### src/rtl/key_pkg.sv
// Shared constants for the push-button input path: FSM encoding and board timing.
package key_pkg;

   localparam int unsigned CLK_HZ        = 50_000_000;
   localparam int unsigned DEBOUNCE_20MS = CLK_HZ / 50;
   localparam int unsigned LONG_1S       = CLK_HZ;

   typedef enum logic [1:0] {
      IDLE       = 2'd0,
      PRESS_DB   = 2'd1,
      PRESSED    = 2'd2,
      RELEASE_DB = 2'd3
   } key_fsm_e;

endpackage

### src/rtl/sync_2ff.sv
// Two-stage synchroniser for an asynchronous single-bit board input.
module sync_2ff #(
   parameter logic RST_VAL = 1'b0
) (
   input  logic i_clk,
   input  logic i_rst,
   input  logic i_d,
   output logic o_q
);

   logic r_meta;
   logic r_sync;

   always_ff @(posedge i_clk or posedge i_rst) begin
      if (i_rst) begin
         r_meta <= RST_VAL;
         r_sync <= RST_VAL;
      end else begin
         r_meta <= i_d;
         r_sync <= r_meta;
      end
   end

   assign o_q = r_sync;

endmodule

### src/rtl/key_debounce.sv
// Debounces an active-low push-button into a clean level, one-cycle
// press/release/long-press pulses and a press-toggled output.
module key_debounce
   import key_pkg::*;
#(
   parameter int unsigned DEBOUNCE_CYCLES = DEBOUNCE_20MS,
   parameter int unsigned LONG_CYCLES     = LONG_1S,
   parameter int unsigned CNT_W           =
      $clog2((DEBOUNCE_CYCLES > LONG_CYCLES) ? DEBOUNCE_CYCLES : LONG_CYCLES) + 1
) (
   input  logic clk,
   input  logic rst,
   input  logic key_n,
   output logic key_state,
   output logic key_press,
   output logic key_release,
   output logic key_long,
   output logic toggle
);

   localparam logic [CNT_W-1:0] DB_LAST   = CNT_W'(DEBOUNCE_CYCLES - 1);
   localparam logic [CNT_W-1:0] LONG_LAST = CNT_W'(LONG_CYCLES - 1);
   localparam logic [CNT_W-1:0] CNT_ONE   = CNT_W'(1);

   logic             w_key_s;
   key_fsm_e         r_state;
   key_fsm_e         w_state_nxt;
   logic [CNT_W-1:0] r_cnt;
   logic [CNT_W-1:0] w_cnt_nxt;
   logic [CNT_W-1:0] r_hold;
   logic [CNT_W-1:0] w_hold_nxt;
   logic             r_long_done;
   logic             w_long_done_nxt;
   logic             r_key_state;
   logic             w_key_state_nxt;
   logic             r_press;
   logic             w_press_nxt;
   logic             r_release;
   logic             w_release_nxt;
   logic             r_long;
   logic             w_long_nxt;
   logic             r_toggle;
   logic             w_toggle_nxt;

   // Idle pin level is high, so the synchroniser resets to 1.
   sync_2ff #(.RST_VAL(1'b1)) u_sync (
      .i_clk (clk),
      .i_rst (rst),
      .i_d   (key_n),
      .o_q   (w_key_s)
   );

   // State register together with counters and registered outputs.
   always_ff @(posedge clk or posedge rst) begin
      if (rst) begin
         r_state     <= IDLE;
         r_cnt       <= '0;
         r_hold      <= '0;
         r_long_done <= 1'b0;
         r_key_state <= 1'b0;
         r_press     <= 1'b0;
         r_release   <= 1'b0;
         r_long      <= 1'b0;
         r_toggle    <= 1'b0;
      end else begin
         r_state     <= w_state_nxt;
         r_cnt       <= w_cnt_nxt;
         r_hold      <= w_hold_nxt;
         r_long_done <= w_long_done_nxt;
         r_key_state <= w_key_state_nxt;
         r_press     <= w_press_nxt;
         r_release   <= w_release_nxt;
         r_long      <= w_long_nxt;
         r_toggle    <= w_toggle_nxt;
      end
   end

   // Next-state logic.
   always_comb begin
      w_state_nxt = r_state;
      case (r_state)
         IDLE: begin
            if (!w_key_s) w_state_nxt = PRESS_DB;
         end
         PRESS_DB: begin
            if (w_key_s)                w_state_nxt = IDLE;
            else if (r_cnt == DB_LAST)  w_state_nxt = PRESSED;
         end
         PRESSED: begin
            if (w_key_s) w_state_nxt = RELEASE_DB;
         end
         RELEASE_DB: begin
            if (!w_key_s)               w_state_nxt = PRESSED;
            else if (r_cnt == DB_LAST)  w_state_nxt = IDLE;
         end
         default: w_state_nxt = IDLE;
      endcase
   end

   // Counter and output next values; hold_cnt only advances while in PRESSED.
   always_comb begin
      w_cnt_nxt       = '0;
      w_hold_nxt      = r_hold;
      w_long_done_nxt = r_long_done;
      w_key_state_nxt = r_key_state;
      w_press_nxt     = 1'b0;
      w_release_nxt   = 1'b0;
      w_long_nxt      = 1'b0;
      w_toggle_nxt    = r_toggle;
      case (r_state)
         PRESS_DB: begin
            if (!w_key_s) begin
               if (r_cnt == DB_LAST) begin
                  w_key_state_nxt = 1'b1;
                  w_press_nxt     = 1'b1;
                  w_toggle_nxt    = ~r_toggle;
                  w_hold_nxt      = '0;
                  w_long_done_nxt = 1'b0;
               end else begin
                  w_cnt_nxt = r_cnt + CNT_ONE;
               end
            end
         end
         PRESSED: begin
            if (r_hold != LONG_LAST) begin
               w_hold_nxt = r_hold + CNT_ONE;
            end else if (!r_long_done) begin
               w_long_nxt      = 1'b1;
               w_long_done_nxt = 1'b1;
            end
         end
         RELEASE_DB: begin
            if (w_key_s) begin
               if (r_cnt == DB_LAST) begin
                  w_key_state_nxt = 1'b0;
                  w_release_nxt   = 1'b1;
               end else begin
                  w_cnt_nxt = r_cnt + CNT_ONE;
               end
            end
         end
         default: ;
      endcase
   end

   assign key_state   = r_key_state;
   assign key_press   = r_press;
   assign key_release = r_release;
   assign key_long    = r_long;
   assign toggle      = r_toggle;

endmodule

### config.mk
export PLATFORM = sky130hd
export DESIGN_NAME = key_debounce
export DESIGN_NICKNAME = d
export VERILOG_FILES = /design/src/rtl/key_pkg.sv /design/src/rtl/sync_2ff.sv /design/src/rtl/key_debounce.sv
export SDC_FILE = /design/constraint.sdc
export NUM_CORES = 1
export LEC_CHECK = 0
export ABC_CLOCK_PERIOD_IN_PS = 2900
export BUFFER_PORTS_ARGS = -buffer_cell sky130_fd_sc_hd__buf_4
export CORE_MARGIN = 2
export CORE_UTILIZATION = 62
export DETAILED_ROUTE_END_ITERATION = 7
export GPL_TIMING_DRIVEN = 0
export PLACE_DENSITY = 0.79
export SLEW_MARGIN = 25
export SYNTH_ARGS = -nofsm -noshare
export SYNTH_HDL_FRONTEND = slang
export SYNTH_SLANG_ARGS = --single-unit
### constraint.sdc
create_clock -name clk -period 2.9 [get_ports clk]
set_clock_uncertainty 0.2 [all_clocks]
set_input_delay 0.29 -clock clk [delete_from_list [all_inputs] [get_ports clk]]
set_output_delay 0.29 -clock clk [all_outputs]
set_load 0.1 [all_outputs]
# Word level (Yosys, flattened, before mapping)
# Cells that the tools add are included.
[word_totals]
reg_bits = 64
output_inout_bits = 5
[op_classes]
n_addsub = 2
eq_ne = 15
n_mux = 31
n_bitwise = 2
reduce_logical = 8
[ops]
columns = ["op", "count"]
rows = [
  ["27-bit 2-to-1 mux", 6],
  ["27-bit one-hot mux with 2 select lines", 2],
  ["27-bit by 1-bit adder with 27-bit output, second input constant", 2],
  ["27-bit by 20-bit == test with 1-bit output, second input constant", 1],
  ["27-bit by 26-bit inequality test with 1-bit output, second input constant", 1],
  ["1-bit 2-to-1 mux", 14],
  ["2-bit 2-to-1 mux", 6],
  ["2-bit inequality test, second input constant", 6],
  ["4-bit AND reduction", 3],
  ["2-bit one-hot mux with 4 select lines", 1],
  ["5-bit AND reduction", 1],
  ["2-bit == test, second input constant", 2],
  ["2-bit by 1-bit inequality test with 1-bit output, second input constant", 2],
  ["1-bit one-hot mux with 2 select lines", 2],
  ["2-bit nonzero test", 2],
  ["3-bit by 2-bit inequality test with 1-bit output, second input constant", 1],
  ["3-bit inequality test, second input constant", 1],
  ["3-bit AND reduction", 1],
  ["2-bit by 1-bit == test with 1-bit output, second input constant", 1],
  ["2-bit zero test", 1],
  ["1-bit NOT", 2],
]

# Longest topological paths before layout
# Gate-level depths: netlist of run 1.
[logic_depth]
ltp_word = 4
ltp_mapped = 8
mapped_depth_nobuf = 6

# Hierarchy
# Synthesis of run 1 repeated with hierarchy kept, for this count alone.
[hier_totals]
cells_unflattened = 338
area_unflattened_um2 = 3253.1
[modules_own_cells]
columns = ["mod", "instances", "cells_each", "area_per_inst_um2", "seq_area_each_um2"]
rows = [
  ["key_debounce", 1, 335, 3196.8, 1551.5],
  ["sync_2ff", 1, 3, 56.3, 52.6],
]

# Worst setup path before layout of run 1
# Ideal clock, no wire load.
[synth_path]
path_type = "register to register"
startpoint = "register r_hold[0]"
endpoint = "register r_hold[26]"
setup_ns = 0.124
arrival_time_ns = 2.242
required_ns = 2.576
path_slack_ns = 0.334
path_stages_with_launch = 8
period_less_slack_ns = 2.566
cell_sequence = "dfrtp_1 ha_1 nand3_1 or4_1 buf_2 or4_4 and3_1 a211o_1"
[synth_between]
elab_chain_len = 3
[synth_rtl]
columns = ["item", "line", "rtl"]
rows = [
  ["start, declared", "key_debounce.sv:30", "logic [CNT_W-1:0] r_hold;"],
  ["start signal, assigned", "key_debounce.sv:68", "r_hold <= w_hold_nxt;"],
  ["27-bit by 1-bit adder with 27-bit output / 27-bit by 26-bit inequality test with 1-bit output (equally long branches)", "key_debounce.sv:126, key_debounce.sv:125", ""],
  ["27-bit 2-to-1 mux / 2-bit inequality test (equally long branches)", "-", ""],
  ["27-bit one-hot mux with 2 select lines / 4-bit AND reduction (equally long branches)", "-", ""],
]
# Several ways; a longest one is shown, not always the timed one. The select of a mux whose other input is x is not followed.
# A chain may end at the register's enable or synchronous reset.

# Worst setup path after layout of run 1
# Ends and elaborated chain as after synthesis.

==> flow_summary.yaml, run 1 <==
placement:
  gp_congestion: 0.8964
  post-place-cells: 429
  place_ws_ns: -0.01669
  io_buffers: 7
  dpl.hpwl_um: 4589
sta:
  hold_violations: 0
  finalSetupTns_ns: 0
  tightest_slew_ns: 0.9128
  setup_viol: 0
  min_period_ns: 2.773
  clock.fmax_mhz: 360.7
  slew_headroom_pct: 38.68
  slew_viol_final: 0
  rsz0062_at_grt: "false"
  hold_ws_ns: 0.1720
  period_share_pct: 95.61
  worst_slack_ns: 0.1274
synth:
  yosys.area.top_type: "dfrtp_1"
  synth_adder_area_share_pct: 1.146
  synth_top_family_by_area: "simple AND/OR/NAND/NOR gates"
  synth_edf_count: 0
  ys.warnings.count: 0
  synthXorXnorAreaFrac_pct: 7.219
  synth_compound_area_share_pct: 10.58
  async_flop_share_pct: 100.0
  avgSynthCellArea_um2: 9.332
  synth_top_area_share_pct: 47.36
  synth_simple_gate_area_share_pct: 28.65
  synthMuxAreaShare_pct: 0.6112
  syn_area_um2: 3276
  synth_seq_cells: 64
  synth_cells: 351
  synthFlopType: "dfrtp_1"
  synth_cell_types: 44
  yosysSeqAreaShare_pct: 48.97
  yosys-top-cells-area: "dfrtp_1 (47%), nor2_1 (5.6%), xor2_1 (4.8%)"
  syn-num-nets: 357
grt:
  busiest_layer: "met1"
  grt_overflow: 0
  grt_max_degree: 51
  antenna_found_initial: 0
  met2_usage_pct: 36.58
  track_usage_pct: 25.95
  grt_pass1_wl_um: 12060
  use_met3_pct: 8.588
  use_met1_pct: 37.96
  grt_pass1_vias: 2531
pwr:
  cellLeakagePower_nw: 1.628
  clkPwrFrac_pct: 42.9
  netSwitchingFraction_pct: 23.10
  p_comb_share_pct: 2.3
  power.switching_mw: 0.3793
  peakVddDrop_uv: 282.1
  p_per_area_nw_per_um2: 447.6
  intPower_mw: 1.263
  seq_power_share_pct: 54.9
routing:
  drtAntennaViolNets: 0
  vias_per_cell: 6.072
  dr_total_vias: 2714
  wl_um: 6870
  drc_errors: 0
  firstDrtPassIters: 5
  wl_per_cell_um: 15.37
  drt-initial-drc-count: 178
clock_tree:
  clk_path_buf_depth: 2
  clkSlewWorstSetupHoldPaths_ns: 0.07
  htree_levels: 3
  cts_tree: "yes"
  cts_setup_buffers: 0
  cts-root-buf: "clkbuf_8"
  clock_sinks: 64
  numCtsBuffers: 9
  insertion_delay_ns: 0.35
floorplanning:
  fp.dieW_um: 76.69
  core_area_um2: 5107
  rows: 26
  die_h_um: 76.69
  die_area_um2: 5881
  io_pins: 8
  start_util_pct: 64.14
run:
  cap_viol_max_count: 0
setup_path:
  cp.arrival_ns: 2.81
  path_class: "reg -> reg"
  critPathMaxFanout: 10
  cp.required_ns: 2.93
  reg2reg_slack_ns: 0.13
  timing.rr.end: "r_hold[26]"
  endpoint: "r_hold[26]"
  cp-start-kind: "flip-flop"
  end_kind: "flip-flop"
  critPathLaunch: "r_hold[0]"
  rr_startpoint: "r_hold[0]"
  reg2regPathDepth: 7
finish:
  final_common_cell: "dfrtp_1"
  syn_to_final_growth_pct: 11.99
  layout_common_cells: "dfrtp_1 (60), nor2_1 (49), nand3_1 (25)"
  n_antenna_cell: 0
  drive_above_1_share_pct: 11.41
  fin_cells: 447
  nets: 378
  post-route-util_pct: 71.83
outcome:
  status: "finished clean"
min_path:
  hold_class: "reg -> reg"
[metrics by stage]
| step | cell area (um^2) | power (mW) |
|---|---|---|
| finish | 3669 | 1.642 |
| global route | 3669 | 1.694 |
| CTS | 3650 | 1.655 |
| detailed placement | 3452 | 0.9546 |
| global placement | 3416 | 0.9488 |
| floorplan | 3276 | 0.9381 |
[worst min path at each step]
stage | start | end | slack [ns] | cells past startpoint
after CTS | u_sync.r_meta | u_sync.o_q | 0.17 | 0
after detailed placement | rst | r_hold[22] | 0.04 | 2
after global placement | u_sync.r_meta | u_sync.o_q | 0.15 | 0
after global routing | u_sync.r_meta | u_sync.o_q | 0.18 | 0
final | u_sync.r_meta | u_sync.o_q | 0.17 | 0
after floorplan | key_n | u_sync.r_meta | 0.09 | 0
[metal layers]
| metal | vias to the layer above | wire length (um) |
|---|---|---|
| li1 | 1304 | - |
| met2 | 81 | 3016 |
| met4 | 0 | 73 |
| met3 | 8 | 398 |
| met1 | 1321 | 3382 |
| met5 | - | 0 |
[sequential cells by signal, summed over array words and instances, names as in the netlist, named ones only]
signal	cells
r_cnt	27
key_long	1
u_sync.o_q	1
key_press	1
r_state	1
key_release	1
toggle	1
r_hold	27
u_sync.r_meta	1
r_long_done	1
key_state	1
[cell families after synthesis]
family,count (synthesis)
simple gates,180
flops,64
compound gates,52
xor+xnor,27
buf+inv,23
fa+ha+maj,3
mux,2
[critical path, cell delays in order, from the launching register on]
cell and delay, ns:
dfrtp_2 0.42, ha_2 0.22, nand3_1 0.15, or4_1 0.53
buf_2 0.19, or4_4 0.49, and3_1 0.20, a211o_1 0.26
[synthesized netlist by cell type, drive strengths merged (2+ instances only)]
| cell type | count |
|---|---|
| dfrtp | 62 |
| nor2 | 49 |
| nand3 | 26 |
| nand2 | 24 |
| and3 | 18 |
| xor2 | 18 |
| nand4 | 16 |
| a21oi | 13 |
| nor3 | 11 |
| inv | 10 |
| o21ai | 9 |
| xnor2 | 9 |
| a211o | 8 |
| clkbuf | 8 |
| nor4 | 8 |
| a31oi | 7 |
| and4 | 6 |
| buf | 5 |
| or4 | 5 |
| a21o | 4 |
| and2 | 4 |
| ha | 3 |
| nand2b | 3 |
| or3 | 3 |
| dfstp | 2 |
| mux2i | 2 |
| o21a | 2 |
| or2 | 2 |
[power by group through the flow]
stage                     clock, mW  sequential [mW]  combinational [mW]
final                         0.704            0.901              0.0377
after global routing          0.748            0.901              0.0449
after CTS                     0.715            0.900              0.0397
after detailed placement          0            0.917              0.0372
after global placement            0            0.917              0.0316
after floorplan                   0            0.916              0.0216
[layout make-up]
type,instances,area [um^2]
Clock buffer,13,158.9
Multi-Input combinational cell,264,1600
Clock inverter,3,17.52
Timing Repair Buffer,10,100.1
Fill cell,392,1439
Sequential cell,64,1607
Tap cell,70,87.58
Inverter,10,40.04
Buffer,13,57.56
[repair_timing]
item	CTS	global route
endpoints found under the hold margin	63	0
gates resized for setup	1	7
endpoints found under the setup margin	10	40
pin swaps	0	1
hold buffers	2	0
Note: power is estimated with default switching activity, not from simulation.
==> run 2, diff against run 1 <==
--- a/config.mk
+++ b/config.mk
@@ -12,6 +12,7 @@
 export DETAILED_ROUTE_END_ITERATION = 7
 export GPL_TIMING_DRIVEN = 0
 export PLACE_DENSITY = 0.79
+export RECOVER_POWER = 25
 export SLEW_MARGIN = 25
 export SYNTH_ARGS = -nofsm -noshare
 export SYNTH_HDL_FRONTEND = slang
==> run 2 against run 1 <==
Effect of this change:
- design area fell by 0.65%
- power shrank 0.50%
- register-to-register slack about the same
- critical endpoint unchanged
==> flow_summary.yaml, run 2 (same netlist as run 1, synthesis figures left out) <==
outcome:
  status: "finished clean"
placement:
  gp_congestion: 0.8964
  io_buffers: 7
  dpl.hpwl_um: 4589
  post-place-cells: 429
grt:
  grt_max_degree: 51
  grt_pass1_vias: 2531
  grt_pass1_wl_um: 12060
  antenna_found_initial: 0
  track_usage_pct: 25.95
  grt_overflow: 0
finish:
  drive_above_1_share_pct: 11.41
  multi_input_area_um2: 1600
  fin_cells: 447
  reg_top3: "r_cnt x27, r_hold x27"
  fillCellCount: 396
  register_area_um2: 1607
  n_antenna_cell: 0
  syn_to_final_growth_pct: 11.27
  nets: 378
  final_common_cell: "dfrtp_1"
  layout_common_cells: "dfrtp_1 (60), nor2_1 (49), nand3_1 (25)"
sta:
  min_period_ns: 2.761
  hold_violations: 0
  slew_viol_final: 0
  slew_headroom_pct: 19.67
  finalSetupTns_ns: 0
  period_share_pct: 95.19
  setup_viol: 0
  tightest_slew_ns: 1.205
  clock.fmax_mhz: 362.3
  rsz0062_at_grt: "false"
routing:
  drtAntennaViolNets: 0
  firstDrtPassIters: 5
  wl_um: 6828
  wl_per_cell_um: 15.28
  drt-initial-drc-count: 240
  vias_per_cell: 5.989
  drc_errors: 0
  dr_total_vias: 2677
setup_path:
  critPathLaunch: "r_hold[0]"
  timing.rr.end: "r_hold[26]"
  path_class: "reg -> reg"
  rr_startpoint: "r_hold[0]"
  reg2regPathDepth: 7
  reg2reg_slack_ns: 0.14
  cp.required_ns: 2.93
  cp-start-kind: "flip-flop"
  cp.arrival_ns: 2.79
  critPathMaxFanout: 10
  end_kind: "flip-flop"
floorplanning:
  core_area_um2: 5107
  rows: 26
  fp.dieW_um: 76.69
  start_util_pct: 64.14
  die_h_um: 76.69
  io_pins: 8
  die_area_um2: 5881
min_path:
  holdCritStartpoint: "u_sync.r_meta"
  hold_class: "reg -> reg"
  min_path_cells: 0
  holdPathEnd: "u_sync.o_q"
run:
  cap_viol_max_count: 0
clock_tree:
  clkSlewWorstSetupHoldPaths_ns: 0.07
  clk_path_buf_depth: 2
  numCtsBuffers: 9
  insertion_delay_ns: 0.35
  clock_sinks: 64
  htree_levels: 3
  cts-root-buf: "clkbuf_8"
  cts_tree: "yes"
pwr:
  cellLeakagePower_nw: 1.615
  p_per_area_nw_per_um2: 448.3
  peakVddDrop_uv: 282.4
## run 2: cell types whose count changed in the layout (fill, tap and decap cells not counted)
cell	change
buf_16	-1
clkbuf_2	+1
clkbuf_4	+2
clkinvlp_2	+1
buf_4	-2
inv_4	-1
## run 2: final cells by class
class / count / share of cell area, %
buffer: 13 / 1.579
clock buffer: 13 / 4.360
clock inverter: 3 / 0.4806
inverter: 10 / 1.064
multi-input combinational: 264 / 43.91
sequential: 64 / 44.08
tap: 70 / 2.403
timing repair buffer: 10 / 2.128
## run 2: worst max-delay path by stage
stage | endpoint | slack [ns] | cells after the start
floorplan | r_hold[26] | 0.33 | 7
global placement | r_cnt[19] | 0.04 | 2
detailed placement | r_cnt[3] | -0.02 | 7
CTS | r_cnt[5] | 0.02 | 7
global route | r_hold[1] | 0.006 | 6
finish | r_hold[26] | 0.14 | 7
## run 2: worst max-delay path: stages, from the launching register on
cell	delay, ns
dfrtp_2	0.42
ha_2	0.22
nand3_1	0.14
or4_1	0.53
buf_2	0.19
or4_4	0.49
and3_1	0.19
a211o_1	0.26
## run 2: report_power, final
part,switching [mW],internal (mW),total [mW]
Combinational,0.0259,0.00731,0.0332
Clock,0.345,0.355,0.700
Sequential,0.00370,0.897,0.901
Total,0.375,1.26,1.63
## run 2: per-stage QoR
step	setup slack, ns	total power, mW	hold slack (ns)	instance area (um^2)	utilization (%)
after floorplan	0.3340	0.9381	0.09448	3276	-
after global placement	0.03597	0.9488	0.1520	3416	66.88
after detailed placement	-0.01669	0.9546	0.03797	3452	67.59
after CTS	0.02458	1.655	0.1730	3650	71.46
after global routing	0.006406	1.689	0.1790	3645	71.36
final	0.1395	1.634	0.1718	3645	71.36
## run 2: what timing repair did
| action | in CTS | in global routing |
|---|---|---|
| hold buffers | 2 | 0 |
| endpoints found under the hold margin | 63 | 0 |
| pin swaps | 0 | 1 |
| setup buffers | 0 | 0 |
| endpoints found under the setup margin | 10 | 40 |
| gates resized for setup | 1 | 7 |
## run 2: layer usage
metal / vias to the layer above / track usage [%] / wire length (um)
met2: 84 / 36.58 / 3038
met3: 4 / 8.588 / 476
li1: 1301 / - / -
met4: 0 / 8.364 / 51
met1: 1288 / 37.96 / 3262
met5: - / 0 / 0
